File: src/rtl/colour_scan_scheduler.sv
// Shares one TCS3200-style colour sensor between two requesters. Round-robin arbitration
// picks the owner. The scan runs red, blue and green windows, each after a settle gap.
// Edges are counted per window, the dominant colour is classified and a done pulse is returned.
//
// Ports:
//   clk, rst_n                   clock and asynchronous active-low reset
//   req[1:0]                     level scan request per requester, held until its done
//   grant[1:0], busy             one-hot sensor owner (00 when idle), busy = grant != 0
//   done                         1-cycle pulse when the owner's scan completes
//   result_colour                00 NONE, 01 RED, 10 GREEN, 11 BLUE (last completed scan)
//   red_cnt, blue_cnt, green_cnt window edge counts of the last completed scan
//   S0..S3                       sensor pins: S0/S1 fixed at 20% scaling, S2/S3 select the filter
//   signal                       sensor frequency output, asynchronous to clk
// Latency from grant rise to done is 3*(SETTLE_CYCLES+WINDOW_CYCLES)+1 cycles.
// A requester that drops req mid-scan aborts the scan silently.
module colour_scan_scheduler #(
  parameter int WINDOW_CYCLES = 100000,
  parameter int SETTLE_CYCLES = 1000,
  parameter int CNT_W         = 7,
  parameter int MIN_COUNT     = 4
) (
  input  logic             clk,
  input  logic             rst_n,
  input  logic [1:0]       req,
  output logic [1:0]       grant,
  output logic             busy,
  output logic             done,
  output logic [1:0]       result_colour,
  output logic [CNT_W-1:0] red_cnt,
  output logic [CNT_W-1:0] blue_cnt,
  output logic [CNT_W-1:0] green_cnt,
  output logic             S0,
  output logic             S1,
  output logic             S2,
  output logic             S3,
  input  logic             signal
);

  localparam int MAX_CYC = (WINDOW_CYCLES > SETTLE_CYCLES) ? WINDOW_CYCLES : SETTLE_CYCLES;
  localparam int TW      = $clog2(MAX_CYC + 1);
  localparam logic [TW-1:0]    SETTLE_LAST = TW'(SETTLE_CYCLES - 1);
  localparam logic [TW-1:0]    WINDOW_LAST = TW'(WINDOW_CYCLES - 1);
  localparam logic [CNT_W-1:0] CNT_MAX     = '1;
  localparam logic [CNT_W:0]   MIN_C       = (CNT_W+1)'(MIN_COUNT);

  localparam logic [1:0] COL_NONE  = 2'b00;
  localparam logic [1:0] COL_RED   = 2'b01;
  localparam logic [1:0] COL_GREEN = 2'b10;
  localparam logic [1:0] COL_BLUE  = 2'b11;

  typedef enum logic [2:0] {ST_IDLE, ST_SETTLE, ST_COUNT, ST_CLASSIFY, ST_DONE} state_t;
  typedef enum logic [1:0] {CH_RED, CH_BLUE, CH_GREEN} chan_t;

  state_t           state_q, state_d;
  chan_t            ch_q, ch_d;
  logic [TW-1:0]    timer_q, timer_d;
  logic [CNT_W-1:0] acc_q, acc_d;
  logic [CNT_W-1:0] red_sh_q, red_sh_d, blue_sh_q, blue_sh_d, green_sh_q, green_sh_d;
  logic [CNT_W-1:0] red_q, red_d, blue_q, blue_d, green_q, green_d;
  logic [1:0]       colour_q, colour_d;
  logic [1:0]       grant_q, grant_d;
  logic             busy_q, busy_d;
  logic             done_q, done_d;
  logic             rr_q, rr_d;
  logic             s2_q, s2_d, s3_q, s3_d;
  logic             sync1_q, sync1_d, sync2_q, sync2_d, sync3_q, sync3_d;

  logic             sig_rise;
  logic             pick_hi;
  logic             owner_live;
  logic [CNT_W-1:0] dom_cnt;
  logic [1:0]       cls_colour;

  // sync3 only holds the previous synchronised level for edge detection
  assign sig_rise   = sync2_q & ~sync3_q;
  // rr_q names the requester preferred on contention (the one not served last)
  assign pick_hi    = (req == 2'b11) ? rr_q : req[1];
  assign owner_live = |(req & grant_q);

  // Ties resolve R > G > B, hence the >= comparisons in that order
  always_comb begin
    if ((red_sh_q >= green_sh_q) && (red_sh_q >= blue_sh_q)) begin
      dom_cnt    = red_sh_q;
      cls_colour = COL_RED;
    end else if (green_sh_q >= blue_sh_q) begin
      dom_cnt    = green_sh_q;
      cls_colour = COL_GREEN;
    end else begin
      dom_cnt    = blue_sh_q;
      cls_colour = COL_BLUE;
    end
    if ({1'b0, dom_cnt} < MIN_C) cls_colour = COL_NONE;
  end

  always_comb begin
    state_d    = state_q;
    ch_d       = ch_q;
    timer_d    = timer_q;
    acc_d      = acc_q;
    red_sh_d   = red_sh_q;
    blue_sh_d  = blue_sh_q;
    green_sh_d = green_sh_q;
    red_d      = red_q;
    blue_d     = blue_q;
    green_d    = green_q;
    colour_d   = colour_q;
    grant_d    = grant_q;
    done_d     = 1'b0;
    rr_d       = rr_q;
    s2_d       = s2_q;
    s3_d       = s3_q;
    sync1_d    = signal;
    sync2_d    = sync1_q;
    sync3_d    = sync2_q;

    case (state_q)
      ST_IDLE: begin
        s2_d = 1'b0;
        s3_d = 1'b0;
        if (|req) begin
          grant_d = pick_hi ? 2'b10 : 2'b01;
          state_d = ST_SETTLE;
          ch_d    = CH_RED;
          timer_d = SETTLE_LAST;
          acc_d   = '0;
        end
      end
      ST_SETTLE: begin
        acc_d = '0;
        if (timer_q == '0) begin
          state_d = ST_COUNT;
          timer_d = WINDOW_LAST;
        end else begin
          timer_d = timer_q - TW'(1);
        end
      end
      ST_COUNT: begin
        if (sig_rise && (acc_q != CNT_MAX)) acc_d = acc_q + CNT_W'(1);
        if (timer_q == '0) begin
          // Window closes: capture this channel and move the filter on
          state_d = ST_SETTLE;
          timer_d = SETTLE_LAST;
          case (ch_q)
            CH_RED: begin
              red_sh_d = acc_d;
              ch_d     = CH_BLUE;
              s2_d     = 1'b0;
              s3_d     = 1'b1;
            end
            CH_BLUE: begin
              blue_sh_d = acc_d;
              ch_d      = CH_GREEN;
              s2_d      = 1'b1;
              s3_d      = 1'b1;
            end
            default: begin
              green_sh_d = acc_d;
              state_d    = ST_CLASSIFY;
              s2_d       = 1'b0;
              s3_d       = 1'b0;
            end
          endcase
        end else begin
          timer_d = timer_q - TW'(1);
        end
      end
      ST_CLASSIFY: begin
        // Counts and colour are published together so a reader never sees a mix of scans
        state_d  = ST_DONE;
        done_d   = 1'b1;
        colour_d = cls_colour;
        red_d    = red_sh_q;
        blue_d   = blue_sh_q;
        green_d  = green_sh_q;
      end
      ST_DONE: begin
        state_d = ST_IDLE;
        grant_d = 2'b00;
        rr_d    = ~grant_q[1];
      end
      default: begin
        state_d = ST_IDLE;
        grant_d = 2'b00;
      end
    endcase

    // Owner withdrew: drop the scan, keep the last published results and the rr pointer
    if (((state_q == ST_SETTLE) || (state_q == ST_COUNT) || (state_q == ST_CLASSIFY)) &&
        !owner_live) begin
      state_d  = ST_IDLE;
      grant_d  = 2'b00;
      done_d   = 1'b0;
      s2_d     = 1'b0;
      s3_d     = 1'b0;
      colour_d = colour_q;
      red_d    = red_q;
      blue_d   = blue_q;
      green_d  = green_q;
    end

    busy_d = |grant_d;
  end

  always_ff @(posedge clk or negedge rst_n) begin
    if (!rst_n) begin
      state_q    <= ST_IDLE;
      ch_q       <= CH_RED;
      timer_q    <= '0;
      acc_q      <= '0;
      red_sh_q   <= '0;
      blue_sh_q  <= '0;
      green_sh_q <= '0;
      red_q      <= '0;
      blue_q     <= '0;
      green_q    <= '0;
      colour_q   <= COL_NONE;
      grant_q    <= 2'b00;
      busy_q     <= 1'b0;
      done_q     <= 1'b0;
      rr_q       <= 1'b0;
      s2_q       <= 1'b0;
      s3_q       <= 1'b0;
      sync1_q    <= 1'b0;
      sync2_q    <= 1'b0;
      sync3_q    <= 1'b0;
    end else begin
      state_q    <= state_d;
      ch_q       <= ch_d;
      timer_q    <= timer_d;
      acc_q      <= acc_d;
      red_sh_q   <= red_sh_d;
      blue_sh_q  <= blue_sh_d;
      green_sh_q <= green_sh_d;
      red_q      <= red_d;
      blue_q     <= blue_d;
      green_q    <= green_d;
      colour_q   <= colour_d;
      grant_q    <= grant_d;
      busy_q     <= busy_d;
      done_q     <= done_d;
      rr_q       <= rr_d;
      s2_q       <= s2_d;
      s3_q       <= s3_d;
      sync1_q    <= sync1_d;
      sync2_q    <= sync2_d;
      sync3_q    <= sync3_d;
    end
  end

  assign grant         = grant_q;
  assign busy          = busy_q;
  assign done          = done_q;
  assign result_colour = colour_q;
  assign red_cnt       = red_q;
  assign blue_cnt      = blue_q;
  assign green_cnt     = green_q;
  // 20% output scaling regardless of reset
  assign S0            = 1'b1;
  assign S1            = 1'b0;
  assign S2            = s2_q;
  assign S3            = s3_q;

endmodule

File: config.mk
export PLATFORM = sky130hd
export DESIGN_NAME = colour_scan_scheduler
export DESIGN_NICKNAME = d
export VERILOG_FILES = /design/src/rtl/colour_scan_scheduler.sv
export SDC_FILE = /design/constraint.sdc
export NUM_CORES = 1
export LEC_CHECK = 0
export ABC_AREA = 1
export BUFFER_PORTS_ARGS = -buffer_cell sky130_fd_sc_hd__clkbuf_2
export CORE_MARGIN = 5
export CORE_UTILIZATION = 54
export DETAILED_ROUTE_END_ITERATION = 10
export PLACE_DENSITY = 0.81
export SLEW_MARGIN = 20
export SYNTH_ARGS = -nofsm -noshare
export SYNTH_HDL_FRONTEND = slang
export SYNTH_SLANG_ARGS = --single-unit
export TNS_END_PERCENT = 5
File: constraint.sdc
create_clock -name clk -period 1.94 [get_ports clk]
set_clock_uncertainty 0.15 [all_clocks]
set_input_delay 0.388 -clock clk [delete_from_list [all_inputs] [get_ports clk]]
set_output_delay 0.388 -clock clk [all_outputs]
set_load 0.01 [all_outputs]
Word-level counts from Yosys, hierarchy flattened
Index checks and enable logic that the tools add are counted.

Add/sub/neg operators: 2. $lt $le $gt $ge: 4. Equality and inequality tests: 13. Multiplexer cells: 37. Bitwise operators: 6. Reduce and logical (&&, ||, !) cells: 25.

Operators by type and width (count): $mux W17 (3); $pmux W17 S3 (1); $mux W7 (4); $ge A7 B7 Y1 (3); $pmux W7 S3 (1); $logic_not A17 Y1 (1); $sub A17 B1 Y17 const B (1); $mux W2 (8); $mux W3 (4); $pmux W2 S2 (3); $pmux W3 S4 (1); $reduce_and A3 Y1 (4); $mux W1 (10); $reduce_or A2 Y1 (4); $add A7 B1 Y7 const B (1); $lt A7 B3 Y1 const B (1); $ne A7 B7 Y1 const B (1); $eq A3 B2 Y1 const B (2); $ne A3 B2 Y1 const B (2); $reduce_and A2 Y1 (3); $reduce_bool A3 Y1 (2); $ne A2 B2 Y1 const B (2); $not A1 Y1 (4); $pmux W1 S2 (2); 16 further kinds (19).

Register bits: 83. Bits of input ports: 5. Output and inout bits: 31. Word-level logic and storage cells: 107.

Logic depth before layout (Yosys ltp)
Word-level depth: 7. Mapped depth: 17. Depth with buffers taken out: 17.

Worst setup path after synthesis
OpenSTA, ideal clock, no wires.

Path kind: register to register. From: register blue_sh_q[6]. To: register colour_q[0], in the netlist result_colour[0]. Library setup time: 0.116 ns. Data arrival time: 1.674 ns. Required time: 1.674 ns. Slack: 0.000 ns. Stages on the path, launching flop included: 15. Buffers on the path: 0. Clock period less this slack: 1.940 ns. Cells stage by stage: dfrtp_1 > inv_1 > ha_1 > nand2_1 > inv_1 > a21oi_2 > nand2_1 > nand2_1 > nand2_1 > nand2_1 > nand2_1 > nor2_1 > nand3_1 > nand2_1 > nand2_1.

Cells in the longest elaborated chain, start to end: 5. Elaborated cells on any way between the ends: 9. Classes of those cells: 3 x order compare; 5 x mux; 1 x reduce/logical.

RTL lines: from (decl) (RTL line 58) `logic [CNT_W-1:0] red_sh_q, red_sh_d, blue_sh_q, blue_sh_d, green_sh_q, green_sh_d;`; from (signal assigned) (RTL line 232) `blue_sh_q <= blue_sh_d;`; $ge A7 B7 Y1 (on tied branches) (RTL line 85, 82); $mux W7 / $logic_and A1 B1 Y1 (equally long branches) (RTL line 85, 82); $mux W7 (RTL line 82) `if ((red_sh_q >= green_sh_q) && (red_sh_q >= blue_sh_q)) begin`; $lt A7 B3 Y1 (RTL line 92) `if ({1'b0, dom_cnt} < MIN_C) cls_colour = COL_NONE;`; $mux W2 * (RTL line 92); to (signal assigned) (RTL line 237) `colour_q <= colour_d;`; to (decl) (RTL line 60) `logic [1:0] colour_q, colour_d;`.

Mark *: on every way between the ends. The rest lies on a longest branch, timed or not. A chain may end at the register's enable or synchronous reset.

Final worst setup path
From: register green_sh_q[5]. To: register colour_q[0], in the netlist result_colour[0].

Cells in the longest elaborated chain, start to end: 5. Elaborated cells on any way between the ends: 9. Classes of those cells: 3 x order compare; 5 x mux; 1 x reduce/logical.

RTL lines: from (decl) (RTL line 58); from (signal assigned) (RTL line 233) `green_sh_q <= green_sh_d;`; $ge A7 B7 Y1 (on tied branches) (RTL line 85, 82); $mux W7 / $logic_and A1 B1 Y1 (equally long branches) (RTL line 85, 82); $mux W7 (RTL line 82); $lt A7 B3 Y1 (RTL line 92); $mux W2 * (RTL line 92).

Marks and branches as above.

==> flow_summary_export.csv <==
group,metric,value,unit
clock_network,clkTransAtPathRegs,0.09,ns
place,io_buffers,33,
yosys,synthTopCellsByArea,"dfrtp_1 47%, nand2_1 12%, ha_1 6.8%",
timing,slew_headroom,66.89,%
pwr,peakVddDrop,0.8052,mV
timing,max_freq,463.7,MHz
yosys,syn_area,4402,µm²
setup_path,crit_type,"reg2reg",
yosys,synth_warnings,0,
place,place_area,5190,µm²
yosys,synth.distinct_cells,37,
routing,dr.pass1.iters,5,
yosys,synth-seq-area-share,47.19,%
routing,wl_per_cell,16.68,µm
routing,drt_iter0_drc,308,
layout,final_area,6000,µm²
yosys,synth_top_area_share,47.19,%
clock_network,root_buffer,"clkbuf_8",
floorplanning,start_util,54.39,%
clock_network,cts_buffers,9,
layout,final_util,74.13,%
grt,grt_max_degree,45,
grt,grt_overflow_total,0,
layout,layout_commonest_cell,"nand2_1",
layout,layout-drive-gt1-share,38.60,%
place,place_congestion,0.9294,
clock_network,cts_tree,"built",
floorplanning,die_x,100.3,µm
setup_path,crit_fanout,7,
pwr,p_per_area,776.7,nW/µm²
clock_network,insertion_delay,0.36,ns
yosys,synth_cells,541,
timing,fin_crit_sh,111.2,%
layout,area_growth,36.30,%
floorplanning,die_area,10060,µm²
grt,grt_usage,24.05,%
routing,drc_errors,0,
setup_path,cp-end-kind,"flop",
place,post-place-ws,-0.1791,ns
timing,period_needed,2.157,ns
timing,rsz0062_at_grt,"true",
status,outcome,"finished, violations left",
routing,dr_total_vias,4330,
layout,antenna_cells,0,
layout,final_nets,696,
clock_network,cts_num_sinks,83,
routing,ant_nets,0,
timing,drv_slew,0,
routing,wl,12.95,mm
pwr,leakage,2.890,nW
timing,hold_viol,0,
place,place_hpwl,8.157,mm
status,violations,"setup timing",
floorplanning,fp.dieH,100.3,µm
yosys,ys_seq_elements,83,
floorplanning,rows,33,
setup_path,cp-start-kind,"flop",
grt,grt_pass1_vias,4191,
floorplanning,boundaryPins,36,
routing,viasPerCell,5.580,
yosys,syn_avg_cell_area,8.136,µm²
grt,grt_pass1_wl,19.21,mm
flow_run,maxCapViolCount,0,
yosys,yosysTopAreaCell,"dfrtp_1",
timing,setup_viol,15,
timing,tightest_slew,0.4925,ns
clock_network,cts_buffer_depth,2,
floorplanning,coreArea,8093,µm²
yosys,syn_nets,570,
grt,antenna_found_initial,0,
layout,layout_common_cells,"121 x nand2_1, 85 x buf_4, 74 x dfrtp_1",
setup_path,cp_data_arrival_time,2.26,ns
timing,finalSetupTns,-1.072,ns
clock_network,htreeDepth,3,
timing,worst_slack,-0.2167,ns
setup_path,worstPathRequired,2.04,ns
min_path,hp-class,"reg2reg",
-- power breakdown --
part	switching, mW	leakage (nW)	internal, mW
logic	0.876	1.70	0.508
registers	0.129	1.09	1.87
clock network	0.658	0.102	0.619
-- what timing repair did --
item | 4_1_cts | 5_1_grt
hold buffers | 2 | 0
resized for setup | 33 | 76
pin swaps | 15 | 39
setup endpoints to repair | 12 | 33
setup buffers | 10 | 10
gates cloned | 0 | 0
hold endpoints to repair | 18 | 0
-- final cells by class --
| class | count | area (µm²) |
|---|---|---|
| timing repair buffer | 124 | 892.1 |
| fill | 559 | 2093 |
| clock buffer | 10 | 137.6 |
| multi-input combinational | 379 | 2426 |
| inverter | 70 | 270.3 |
| sequential | 83 | 2088 |
| clock inverter | 5 | 53.80 |
| tap | 105 | 131.4 |
-- flip-flops by register name (all words and copies together) (netlist names), 2 cells and up --
| name | flops |
|---|---|
| acc_q | 7 |
| blue_cnt | 7 |
| blue_sh_q | 7 |
| ch_q | 2 |
| grant | 2 |
| green_cnt | 7 |
| green_sh_q | 7 |
| red_cnt | 7 |
| red_sh_q | 7 |
| result_colour | 2 |
| state_q | 3 |
| timer_q | 17 |
-- cell families (layout without fill, tap and decap cells) --
logic type / after synthesis / in the layout / share of synthesized area [%]
xor gates and xnor gates: 12 / 12 / 2.388
DFF: 83 / 83 / 47.19
other: 2 / 2 / 0.1706
AOI/OAI and AO/OA: 100 / 100 / 12.31
adders and majority gates: 24 / 24 / 6.822
buffers and inverters: 79 / 209 / 7.305
and+or+nand+nor: 241 / 241 / 23.82
-- per-stage QoR --
step           power [mW]  hold WS (ns)  std cells
6_report            4.660        0.2092        776
5_1_grt             4.928        0.2274        776
4_1_cts             4.609        0.2148        766
3_5_place_dp        3.357        0.1265        739
3_3_place_gp        3.298        0.1253        739
2_1_floorplan       2.817      -0.05759        541
-- cell usage after synthesis (all sizes together) --
cell type,n
o31ai,3
or2,1
conb,2
nor4,1
o22ai,7
xor2,12
o21a,1
nand3b,3
a21oi,22
inv,70
nor3,4
dfrtp,83
o21ai,62
a32oi,1
buf,9
nand4,7
a31oi,1
and2,1
nand3,29
ha,24
o311ai,1
o22a,1
nor2,48
a22oi,1
nand2,147
-- path summary, 6_finish.rpt --
kind | start | slack [ns] | depth (start not counted) | to
setup / recovery | green_sh_q[5] | -0.22 | 14 | result_colour[0]
hold / removal | sync1_q | 0.21 | 0 | sync2_q
setup reg to reg | green_sh_q[5] | -0.22 | 14 | result_colour[0]
hold reg to reg | sync1_q | 0.21 | 0 | sync2_q
max in group asynchronous | rst_n | 0.75 | 3 | green_sh_q[6]
min in group asynchronous | rst_n | 0.27 | 2 | blue_cnt[3]
-- worst max-delay path: stages, from the launching register on --
cell,delay (ns)
dfrtp_1,0.45
inv_2,0.08
ha_1,0.29
nand2_1,0.10
inv_1,0.07
a21oi_2,0.13
nand3_2,0.13
nand2_4,0.13
nand2_2,0.07
nand2_2,0.08
inv_2,0.04
nor2_2,0.09
nand3_1,0.08
nand2_1,0.08
nand2_1,0.07
-- layer usage --
| layer | track usage [%] | share of wire (%) | vias up |
|---|---|---|---|
| met5 | 0 | 0 | - |
| met1 | 29.08 | 38 | 2054 |
| met2 | 42.00 | 50 | 207 |
| met4 | 9.326 | 5.5 | 0 |
| met3 | 4.934 | 7.1 | 62 |
| li1 | - | - | 2007 |
No activity file was read; power rests on OpenSTA's default activity.
